--- src/rtl/fp_mul_sequencer_if.sv ---
// Signal bundle between the operand dispatcher and its environment:
// operand stream in, multiplier issue/return bus, result stream out, status.
interface fp_mul_sequencer_if #(
  parameter int CNT_W = 16
);
  logic             op_valid_i;
  logic             op_ready_o;
  logic [31:0]      op_a_i;
  logic [31:0]      op_b_i;
  logic [31:0]      mul_a_o;
  logic [31:0]      mul_b_o;
  logic             mul_start_o;
  logic             mul_done_i;
  logic [31:0]      mul_product_i;
  logic [3:0]       mul_flags_i;
  logic             res_valid_o;
  logic             res_ready_i;
  logic [31:0]      res_product_o;
  logic [3:0]       res_flags_o;
  logic             timeout_o;
  logic [CNT_W-1:0] ops_done_o;
  logic             busy_o;

  // Sequencer side
  modport master (
    input  op_valid_i, op_a_i, op_b_i, mul_done_i, mul_product_i, mul_flags_i,
           res_ready_i,
    output op_ready_o, mul_a_o, mul_b_o, mul_start_o, res_valid_o,
           res_product_o, res_flags_o, timeout_o, ops_done_o, busy_o
  );

  // Environment side: operand source, multiplier and result sink
  modport slave (
    output op_valid_i, op_a_i, op_b_i, mul_done_i, mul_product_i, mul_flags_i,
           res_ready_i,
    input  op_ready_o, mul_a_o, mul_b_o, mul_start_o, res_valid_o,
           res_product_o, res_flags_o, timeout_o, ops_done_o, busy_o
  );
endinterface

--- src/rtl/fp_mul_sequencer.sv ---
// Operand dispatcher for the single-precision multiplier: buffers operand
// pairs in a circular FIFO, issues one pair at a time with a start pulse,
// waits (with watchdog) for done and presents the product on a result stream.
module fp_mul_sequencer #(
  parameter int DEPTH          = 4,
  parameter int TIMEOUT_CYCLES = 64,
  parameter int CNT_W          = 16
) (
  input logic               clk,
  input logic               rst,
  fp_mul_sequencer_if.master bus
);
  localparam int PTR_W = $clog2(DEPTH);
  localparam int TO_W  = $clog2(TIMEOUT_CYCLES);
  localparam logic [PTR_W:0]  FULL      = (PTR_W+1)'(DEPTH);
  localparam logic [TO_W-1:0] WAIT_LAST = TO_W'(TIMEOUT_CYCLES - 1);

  typedef enum logic [1:0] {IDLE, ISSUE, WAIT, OUT} state_t;

  state_t           state_q, state_d;
  logic [31:0]      fifo_a_q [DEPTH];
  logic [31:0]      fifo_b_q [DEPTH];
  logic [PTR_W-1:0] wr_ptr_q, rd_ptr_q;
  logic [PTR_W:0]   count_q;
  logic [31:0]      mul_a_q, mul_b_q;
  logic             start_q;
  logic [TO_W-1:0]  wait_q;
  logic [31:0]      res_product_q;
  logic [3:0]       res_flags_q;
  logic             res_valid_q;
  logic             timeout_q;
  logic [CNT_W-1:0] ops_done_q;
  logic             push, pop, done_hit, timeout_hit, res_hs;

  assign push        = bus.op_valid_i & (count_q != FULL);
  assign pop         = (state_q == IDLE) & (count_q != '0);
  // Only a done seen while waiting counts; it takes priority over the watchdog.
  assign done_hit    = (state_q == WAIT) & bus.mul_done_i;
  assign timeout_hit = (state_q == WAIT) & ~bus.mul_done_i & (wait_q == WAIT_LAST);
  assign res_hs      = (state_q == OUT) & res_valid_q & bus.res_ready_i;

  // Operand storage, written at the tail on every accepted push
  always_ff @(posedge clk) begin
    if (push) begin
      fifo_a_q[wr_ptr_q] <= bus.op_a_i;
      fifo_b_q[wr_ptr_q] <= bus.op_b_i;
    end
  end

  // FIFO pointers (wrap naturally, DEPTH is a power of two) and occupancy
  always_ff @(posedge clk) begin
    if (rst) begin
      wr_ptr_q <= '0;
      rd_ptr_q <= '0;
      count_q  <= '0;
    end else begin
      if (push) wr_ptr_q <= wr_ptr_q + 1'b1;
      if (pop)  rd_ptr_q <= rd_ptr_q + 1'b1;
      case ({push, pop})
        2'b10:   count_q <= count_q + 1'b1;
        2'b01:   count_q <= count_q - 1'b1;
        default: count_q <= count_q;
      endcase
    end
  end

  // FSM state register
  always_ff @(posedge clk) begin
    if (rst) state_q <= IDLE;
    else     state_q <= state_d;
  end

  // FSM next-state logic
  always_comb begin
    state_d = state_q;
    case (state_q)
      IDLE:    if (pop) state_d = ISSUE;
      ISSUE:   state_d = WAIT;
      WAIT:    if (done_hit) state_d = OUT;
               else if (timeout_hit) state_d = IDLE;
      OUT:     if (res_hs) state_d = IDLE;
      default: state_d = IDLE;
    endcase
  end

  // Issue operands, start pulse, watchdog, result capture and status counters
  always_ff @(posedge clk) begin
    if (rst) begin
      mul_a_q       <= '0;
      mul_b_q       <= '0;
      start_q       <= 1'b0;
      wait_q        <= '0;
      res_product_q <= '0;
      res_flags_q   <= '0;
      res_valid_q   <= 1'b0;
      timeout_q     <= 1'b0;
      ops_done_q    <= '0;
    end else begin
      // Start is registered so it rises together with entry into WAIT.
      start_q <= (state_q == ISSUE);
      if (pop) begin
        mul_a_q <= fifo_a_q[rd_ptr_q];
        mul_b_q <= fifo_b_q[rd_ptr_q];
      end
      if (state_q == ISSUE) begin
        wait_q <= '0;
      end else if ((state_q == WAIT) && !bus.mul_done_i && (wait_q != WAIT_LAST)) begin
        wait_q <= wait_q + 1'b1;
      end
      if (done_hit) begin
        res_product_q <= bus.mul_product_i;
        res_flags_q   <= bus.mul_flags_i;
        res_valid_q   <= 1'b1;
      end else if (res_hs) begin
        res_valid_q   <= 1'b0;
      end
      if (timeout_hit) timeout_q <= 1'b1;
      if (res_hs) ops_done_q <= ops_done_q + 1'b1;
    end
  end

  assign bus.op_ready_o    = (count_q != FULL);
  assign bus.mul_a_o       = mul_a_q;
  assign bus.mul_b_o       = mul_b_q;
  assign bus.mul_start_o   = start_q;
  assign bus.res_valid_o   = res_valid_q;
  assign bus.res_product_o = res_product_q;
  assign bus.res_flags_o   = res_flags_q;
  assign bus.timeout_o     = timeout_q;
  assign bus.ops_done_o    = ops_done_q;
  assign bus.busy_o        = (state_q != IDLE) | (count_q != '0);
endmodule

--- src/flat_wrapper.sv ---
// flat-port wrapper written by rule: the top's interface ports become plain ports
module fp_mul_sequencer_flat 
#(
  parameter int DEPTH          = 4,
  parameter int TIMEOUT_CYCLES = 64,
  parameter int CNT_W          = 16
)
  (clk, rst, bus_op_valid_i, bus_op_a_i, bus_op_b_i, bus_mul_done_i, bus_mul_product_i, bus_mul_flags_i, bus_res_ready_i, bus_op_ready_o, bus_mul_a_o, bus_mul_b_o, bus_mul_start_o, bus_res_valid_o, bus_res_product_o, bus_res_flags_o, bus_timeout_o, bus_ops_done_o, bus_busy_o);
  fp_mul_sequencer_if #(.CNT_W(CNT_W)) bus_i ();
  input logic clk;
  input logic rst;
  input wire logic [$bits(bus_i.op_valid_i)-1:0] bus_op_valid_i;
  input wire logic [$bits(bus_i.op_a_i)-1:0] bus_op_a_i;
  input wire logic [$bits(bus_i.op_b_i)-1:0] bus_op_b_i;
  input wire logic [$bits(bus_i.mul_done_i)-1:0] bus_mul_done_i;
  input wire logic [$bits(bus_i.mul_product_i)-1:0] bus_mul_product_i;
  input wire logic [$bits(bus_i.mul_flags_i)-1:0] bus_mul_flags_i;
  input wire logic [$bits(bus_i.res_ready_i)-1:0] bus_res_ready_i;
  output wire logic [$bits(bus_i.op_ready_o)-1:0] bus_op_ready_o;
  output wire logic [$bits(bus_i.mul_a_o)-1:0] bus_mul_a_o;
  output wire logic [$bits(bus_i.mul_b_o)-1:0] bus_mul_b_o;
  output wire logic [$bits(bus_i.mul_start_o)-1:0] bus_mul_start_o;
  output wire logic [$bits(bus_i.res_valid_o)-1:0] bus_res_valid_o;
  output wire logic [$bits(bus_i.res_product_o)-1:0] bus_res_product_o;
  output wire logic [$bits(bus_i.res_flags_o)-1:0] bus_res_flags_o;
  output wire logic [$bits(bus_i.timeout_o)-1:0] bus_timeout_o;
  output wire logic [$bits(bus_i.ops_done_o)-1:0] bus_ops_done_o;
  output wire logic [$bits(bus_i.busy_o)-1:0] bus_busy_o;
  assign bus_i.op_valid_i = bus_op_valid_i;
  assign bus_i.op_a_i = bus_op_a_i;
  assign bus_i.op_b_i = bus_op_b_i;
  assign bus_i.mul_done_i = bus_mul_done_i;
  assign bus_i.mul_product_i = bus_mul_product_i;
  assign bus_i.mul_flags_i = bus_mul_flags_i;
  assign bus_i.res_ready_i = bus_res_ready_i;
  assign bus_op_ready_o = bus_i.op_ready_o;
  assign bus_mul_a_o = bus_i.mul_a_o;
  assign bus_mul_b_o = bus_i.mul_b_o;
  assign bus_mul_start_o = bus_i.mul_start_o;
  assign bus_res_valid_o = bus_i.res_valid_o;
  assign bus_res_product_o = bus_i.res_product_o;
  assign bus_res_flags_o = bus_i.res_flags_o;
  assign bus_timeout_o = bus_i.timeout_o;
  assign bus_ops_done_o = bus_i.ops_done_o;
  assign bus_busy_o = bus_i.busy_o;
  fp_mul_sequencer #(.DEPTH(DEPTH), .TIMEOUT_CYCLES(TIMEOUT_CYCLES), .CNT_W(CNT_W)) u_core (.clk(clk), .rst(rst), .bus(bus_i));
endmodule
--- config.mk ---
export PLATFORM = sky130hd
export DESIGN_NAME = fp_mul_sequencer_flat
export DESIGN_NICKNAME = d
export VERILOG_FILES = /design/src/rtl/fp_mul_sequencer_if.sv /design/src/rtl/fp_mul_sequencer.sv /design/src/flat_wrapper.sv
export SDC_FILE = /design/constraint.sdc
export NUM_CORES = 1
export LEC_CHECK = 0
export CAP_MARGIN = 20
export CELL_PAD_IN_SITES_DETAIL_PLACEMENT = 0
export CELL_PAD_IN_SITES_GLOBAL_PLACEMENT = 1
export CORE_ASPECT_RATIO = 0.8
export CORE_MARGIN = 4
export CORE_UTILIZATION = 54
export CTS_CLUSTER_SIZE = 28
export DETAILED_ROUTE_END_ITERATION = 7
export DONT_BUFFER_PORTS = 1
export PLACE_DENSITY = 0.93
export SYNTH_ARGS = -nofsm -noshare
export SYNTH_HDL_FRONTEND = slang
export SYNTH_SLANG_ARGS = --single-unit
--- constraint.sdc ---
create_clock -name clk -period 6.7 [get_ports clk]
set_input_delay 1.34 -clock clk [delete_from_list [all_inputs] [get_ports clk]]
set_output_delay 1.34 -clock clk [all_outputs]
set_load 0.01 [all_outputs]
After elaboration in Yosys (flattened, before gate mapping)
Memory sizes are Yosys's and may differ from the RTL's. A register that Yosys moved wholly into a read port is not among the register bits.
Index checks and enable logic that the tools add are counted.
W data, S select, Z words.
{"block": "totals", "elab_cells": 59, "output_inout_bits": 121, "n_memories": 2, "ramBits": 256, "register_bits": 70, "input_bits": 105}
{"name": "u_core.fifo_a_q", "depth": 4, "width": 32, "rd": 1, "rd_ports_with_merged_regs": 1, "wr": 1, "line_no": "fp_mul_sequencer.sv:21", "rtl": "logic [31:0] fifo_a_q [DEPTH];"}
{"name": "u_core.fifo_b_q", "depth": 4, "width": 32, "rd": 1, "rd_ports_with_merged_regs": 1, "wr": 1, "line_no": "fp_mul_sequencer.sv:22", "rtl": "logic [31:0] fifo_b_q [DEPTH];"}
{"block": "op_classes", "eq_ne": 11, "n_mux": 10, "reduce_logical": 10, "n_addsub": 6, "bitwise": 9}
{"cell": "$add A16 B1 Y16 const B", "count": 1}
{"cell": "$mux W2", "count": 4}
{"cell": "$pmux W2 S4", "count": 1}
{"cell": "$and A1 B1 Y1", "count": 7}
{"cell": "$add A6 B1 Y6 const B", "count": 1}
{"cell": "$eq A2 B2 Y1 const B", "count": 3}
{"cell": "$eq A6 B6 Y1 const B", "count": 1}
{"cell": "$ne A6 B6 Y1 const B", "count": 1}
{"cell": "$pmux W3 S2", "count": 1}
{"cell": "$reduce_bool A2 Y1", "count": 3}
{"cell": "$add A2 B1 Y2 const B", "count": 2}
{"cell": "$eq A2 B1 Y1 const B", "count": 2}
{"cell": "$mux W1", "count": 4}
{"cell": "$ne A2 B1 Y1 const B", "count": 2}
{"cell": "$add A3 B1 Y3 const B", "count": 1}
{"cell": "$ne A3 B1 Y1 const B", "count": 1}
{"cell": "$ne A3 B3 Y1 const B", "count": 1}
{"cell": "$reduce_and A3 Y1", "count": 1}
{"cell": "$reduce_bool A3 Y1", "count": 1}
{"cell": "$sub A3 B1 Y3 const B", "count": 1}
{"cell": "$logic_and A1 B1 Y1", "count": 2}
{"cell": "$logic_not A2 Y1", "count": 1}
{"cell": "$reduce_or A2 Y1", "count": 1}
{"cell": "$logic_not A1 Y1", "count": 1}
{"cell": "2 further kinds", "count": 2}

Longest topological paths before layout
{"block": "logic_depth", "ltp_word": 6, "depth_mapped": 10, "depth_no_buf": 8}

Worst setup path before layout
Ideal clock, no wire load.
{"block": "synth_path", "kind": "in2reg", "startpoint": "input bus_op_valid_i", "endpoint": "memory u_core.fifo_a_q[0][0] (enable)", "cell_stages": 1, "slack_ns": 3.386, "n_path_buf": 0, "required_ns": 6.271, "arrival_ns": 2.885, "setup_ns": 0.429, "cell_sequence": "and3_1"}
{"block": "synth_via", "elab_chain_len": 3}
{"element": "from (decl)", "line_no": "flat_wrapper.sv:12", "rtl": "input wire logic [$bits(bus_i.op_valid_i)-1:0] bus_op_valid_i;"}
{"element": "$and A1 B1 Y1", "line_no": "fp_mul_sequencer.sv:35", "rtl": "assign push = bus.op_valid_i & (count_q != FULL);"}
{"element": "$mux W1", "line_no": "fp_mul_sequencer.sv:44", "rtl": "if (push) begin"}
{"element": "$mux W1 (implied by the code)", "line_no": "fp_mul_sequencer.sv:45", "rtl": "fifo_a_q[wr_ptr_q] <= bus.op_a_i;"}
{"element": "to (decl)", "line_no": "fp_mul_sequencer.sv:21"}
Every way passes these cells.

Worst setup path in the final report
{"block": "layout_path", "startpoint": "register u_core.count_q[0]", "endpoint": "output bus_op_ready_o"}
{"block": "layout_via", "elab_chain_len": 1}
{"element": "from (decl)", "line_no": "fp_mul_sequencer.sv:24", "rtl": "logic [PTR_W:0] count_q;"}
{"element": "from (signal assigned)", "line_no": "fp_mul_sequencer.sv:60", "rtl": "2'b10: count_q <= count_q + 1'b1;"}
{"element": "from (signal assigned)", "line_no": "fp_mul_sequencer.sv:61", "rtl": "2'b01: count_q <= count_q - 1'b1;"}
{"element": "from (signal assigned)", "line_no": "fp_mul_sequencer.sv:62", "rtl": "default: count_q <= count_q;"}
{"element": "$ne A3 B3 Y1", "line_no": "fp_mul_sequencer.sv:122", "rtl": "assign bus.op_ready_o = (count_q != FULL);"}
{"element": "to (decl)", "line_no": "flat_wrapper.sv:19", "rtl": "output wire logic [$bits(bus_i.op_ready_o)-1:0] bus_op_ready_o;"}
Every way passes these cells.

==> results_dict.tcl <==
set metrics [dict create \
    status "finished, final reports clean" \
    post-place-ws_ns 3.817 \
    post-synth-top-area-cell "edfxtp_1" \
    period_needed_ns 2.739 \
    antenna-diode-count 0 \
    ys_ff_latch 390 \
    critical_path_class "flip-flop to output port" \
    hold_end "u_core.wait_q[5]" \
    max_stage_delay_ns 0.54 \
    synth-seq-area-share_pct 72.91 \
    p_leak_nw 5.025 \
    max_freq_mhz 365.0 \
    finalNonFillerCells 1324 \
    std_cell_rows 52 \
    grt_pass1_vias 7774 \
    die_height_um 153.2 \
    wire_per_inst_um 21.03 \
    cts.clk_slew.worst_paths_ns 0.06 \
    critPathCaptureType "output port" \
    synth_edf_count 256 \
    r2r-start "u_core.count_q[0]" \
    yosys_warnings 0 \
    crit_family "simple AND/OR/NAND/NOR gates" \
    ant_nets 0 \
    min_path_cells 2 \
    grt_max_degree 130 \
    worstPathMaxFanout 6 \
    drtIter0Drc 521 \
    hpwl_um 15900 \
    finalSetupTns_ns 0 \
    reg2reg_to "u_core.count_q[2]" \
    placedCellCount 1256 \
    startpoint_type "flip-flop" \
    synth_cells 952 \
    hold_slack_ns 0.4929 \
    clk_latency_ns 0.52 \
    r2r_slack_ns 4.04 \
    cts_inserted_buffers 38 \
    p_per_area_nw_per_um2 421.8 \
    gr-usage-all-layers_pct 19.00 \
    cp.arrival_ns 1.40 \
    drive_above_1_share_pct 14.39 \
    hold_buffers 0 \
    hp-class "flip-flop to flip-flop" \
    synth_ff_type "edfxtp_1" \
    synth.avg_cell_area_um2 14.94 \
    synthTopCellsByArea "edfxtp_1 54%, dfxtp_1 19%, mux4_2 10%" \
    min-delay-start "u_core.wait_q[5]" \
    synth_top_cell_area_share_pct 54.05 \
    mappedNetlistNets 1065 \
    syn_to_final_growth_pct 10.57 \
    yosys.cell_types.count 40 \
    syn_area_um2 14220 \
    slowest_stage "or3b_1" \
    setup_slack_ns 3.961 \
    die_w_um 189.4 \
    dr.pass1.iters 4 \
    async_reset_ff_share_pct 0 \
    die_area_um2 29010 \
    post_drt_via_cell_ratio 5.621 \
    io_pins 226 \
    finalNetCount 1058 \
    clock-sinks 390 \
    cp.required_ns 5.36 \
    drt_wl_total_um 27840 \
    cts_tree "built" \
    final_util_pct 61.35 \
    num_vias 7442 \
    reg2reg_depth 9 \
    grt-ovfl-total 0 \
    skew_ns 0.01893 \
    critPathBufInv 0 \
    io_buffers 0 \
    drv_slew 0 \
    htreeDepth 2 \
    finalHoldViolations 0 \
    finalCritPeriodShare_pct 40.89 \
    globalplace.congestion 0.7260 \
    crit_path_cell_trace "or3b_1" \
    antenna_found_initial 0 \
    grt_pass1_wl_um 43570 \
    post-route-drc-count 0 \
    clock_path_buffers 3 \
    placeableCoreArea_um2 25630 \
    slew_headroom_pct 30.89 \
    setup_violations 0 \
    cts_setup_buffers 0 \
    tightest_slew_ns 1.037 \
    initial_core_util_pct 55.48 \
    cts_root_buf "clkbuf_16" \
    maxCapViolations 0 \
    postCtsResizedCells 0 \
    rsz0062_at_grt "no" \
    ir_drop_uv 268.5 \
]
## cell usage after synthesis (3+ instances only)
master / n
edfxtp_1: 256
xnor2_1: 11
nor3_1: 6
xor2_1: 8
nor2_1: 25
nand3_1: 10
or3_1: 4
o21ai_0: 5
buf_2: 7
buf_1: 9
or4_1: 3
nor4_1: 4
ha_1: 7
clkbuf_1: 32
and3_1: 5
dfxtp_1: 134
mux4_2: 64
nand2_1: 215
a21oi_1: 113
inv_1: 5
## per-layer routing
metal	vias to the layer above	global-route usage, %	share of wire, %
met5	-	0	0
met2	215	31.47	49
met1	3702	24.51	41
met3	42	6.179	7.9
li1	3483	-	-
met4	0	5.131	2.0
## power by group
group,total (mW),leakage (nW),switching [mW],internal [mW]
sequential,3.32,3.44,0.372,2.94
clock,2.07,0.601,0.857,1.22
combinational,1.24,0.984,0.708,0.537
total,6.63,5.02,1.94,4.70
## area by class of cell
| cell class | instances | area [um2] |
|---|---|---|
| Sequential cell | 390 | 10380 |
| Fill cell | 1912 | 9908 |
| Multi-Input combinational cell | 505 | 3630 |
| Clock buffer | 58 | 1099 |
| Tap cell | 351 | 439.2 |
| Clock inverter | 10 | 125.1 |
| Timing Repair Buffer | 5 | 37.54 |
| Inverter | 5 | 18.77 |
## kinds of logic (layout without fill, tap and decap cells)
| kind of cell | count (synthesis) | in the layout | synth area share [%] |
|---|---|---|---|
| buffers and inverters | 57 | 78 | 1.724 |
| AOI/OAI and AO/OA | 122 | 122 | 4.363 |
| adders and majority gates | 8 | 8 | 0.7566 |
| xor gates and xnor gates | 19 | 19 | 1.170 |
| and+or+nand+nor | 290 | 290 | 8.797 |
| DFF | 390 | 390 | 72.91 |
| muxes | 66 | 66 | 10.28 |
## flip-flops by register name, indices dropped and copies added, names as in the netlist
name / cells
u_core.count_q: 3
u_core.bus.mul_b_o: 32
u_core.bus.timeout_o: 1
u_core.fifo_a_q: 128
u_core.bus.mul_a_o: 32
u_core.bus.res_flags_o: 4
u_core.state_q: 2
u_core.bus.res_product_o: 32
u_core.fifo_b_q: 128
u_core.wr_ptr_q: 2
u_core.bus.ops_done_o: 16
u_core.wait_q: 6
u_core.bus.mul_start_o: 1
u_core.rd_ptr_q: 2
u_core.bus.res_valid_o: 1
## worst max-delay path by stage
stage	startpoint	to	slack, ns	depth (start not counted)
final	u_core.count_q[0]	bus_op_ready_o	3.96	1
after global routing	u_core.count_q[0]	u_core.count_q[2]	3.89	9
after CTS	u_core.count_q[0]	bus_op_ready_o	3.93	1
after detailed placement	bus_res_ready_i	u_core.bus.ops_done_o[15]	3.82	4
after global placement	bus_res_ready_i	u_core.bus.ops_done_o[15]	3.87	4
after floorplan	bus_op_valid_i	u_core.fifo_a_q[0][0]	3.39	1
## per-stage QoR
stage          instance area (um2)  total power [mW]
6_report                     15730             6.634
5_1_grt                      15730             6.990
4_1_cts                      15730             6.720
3_5_place_dp                 14500             4.646
3_3_place_gp                 14500             4.613
2_1_floorplan                14220             4.296
## layout by cell type (no fill, tap or decap), drive strengths merged, types with 5 or more instances in the layout
cell    instances
edfxtp        256
nand2         215
dfxtp         134
a21oi         113
mux4           64
clkbuf         58
nor2           25
xnor2          11
nand3          10
xor2            8
inv             8
ha              7
nor3            6
or3             6
o21ai           5
buf             5
and3            5
Power figures use the tool's default switching activity.
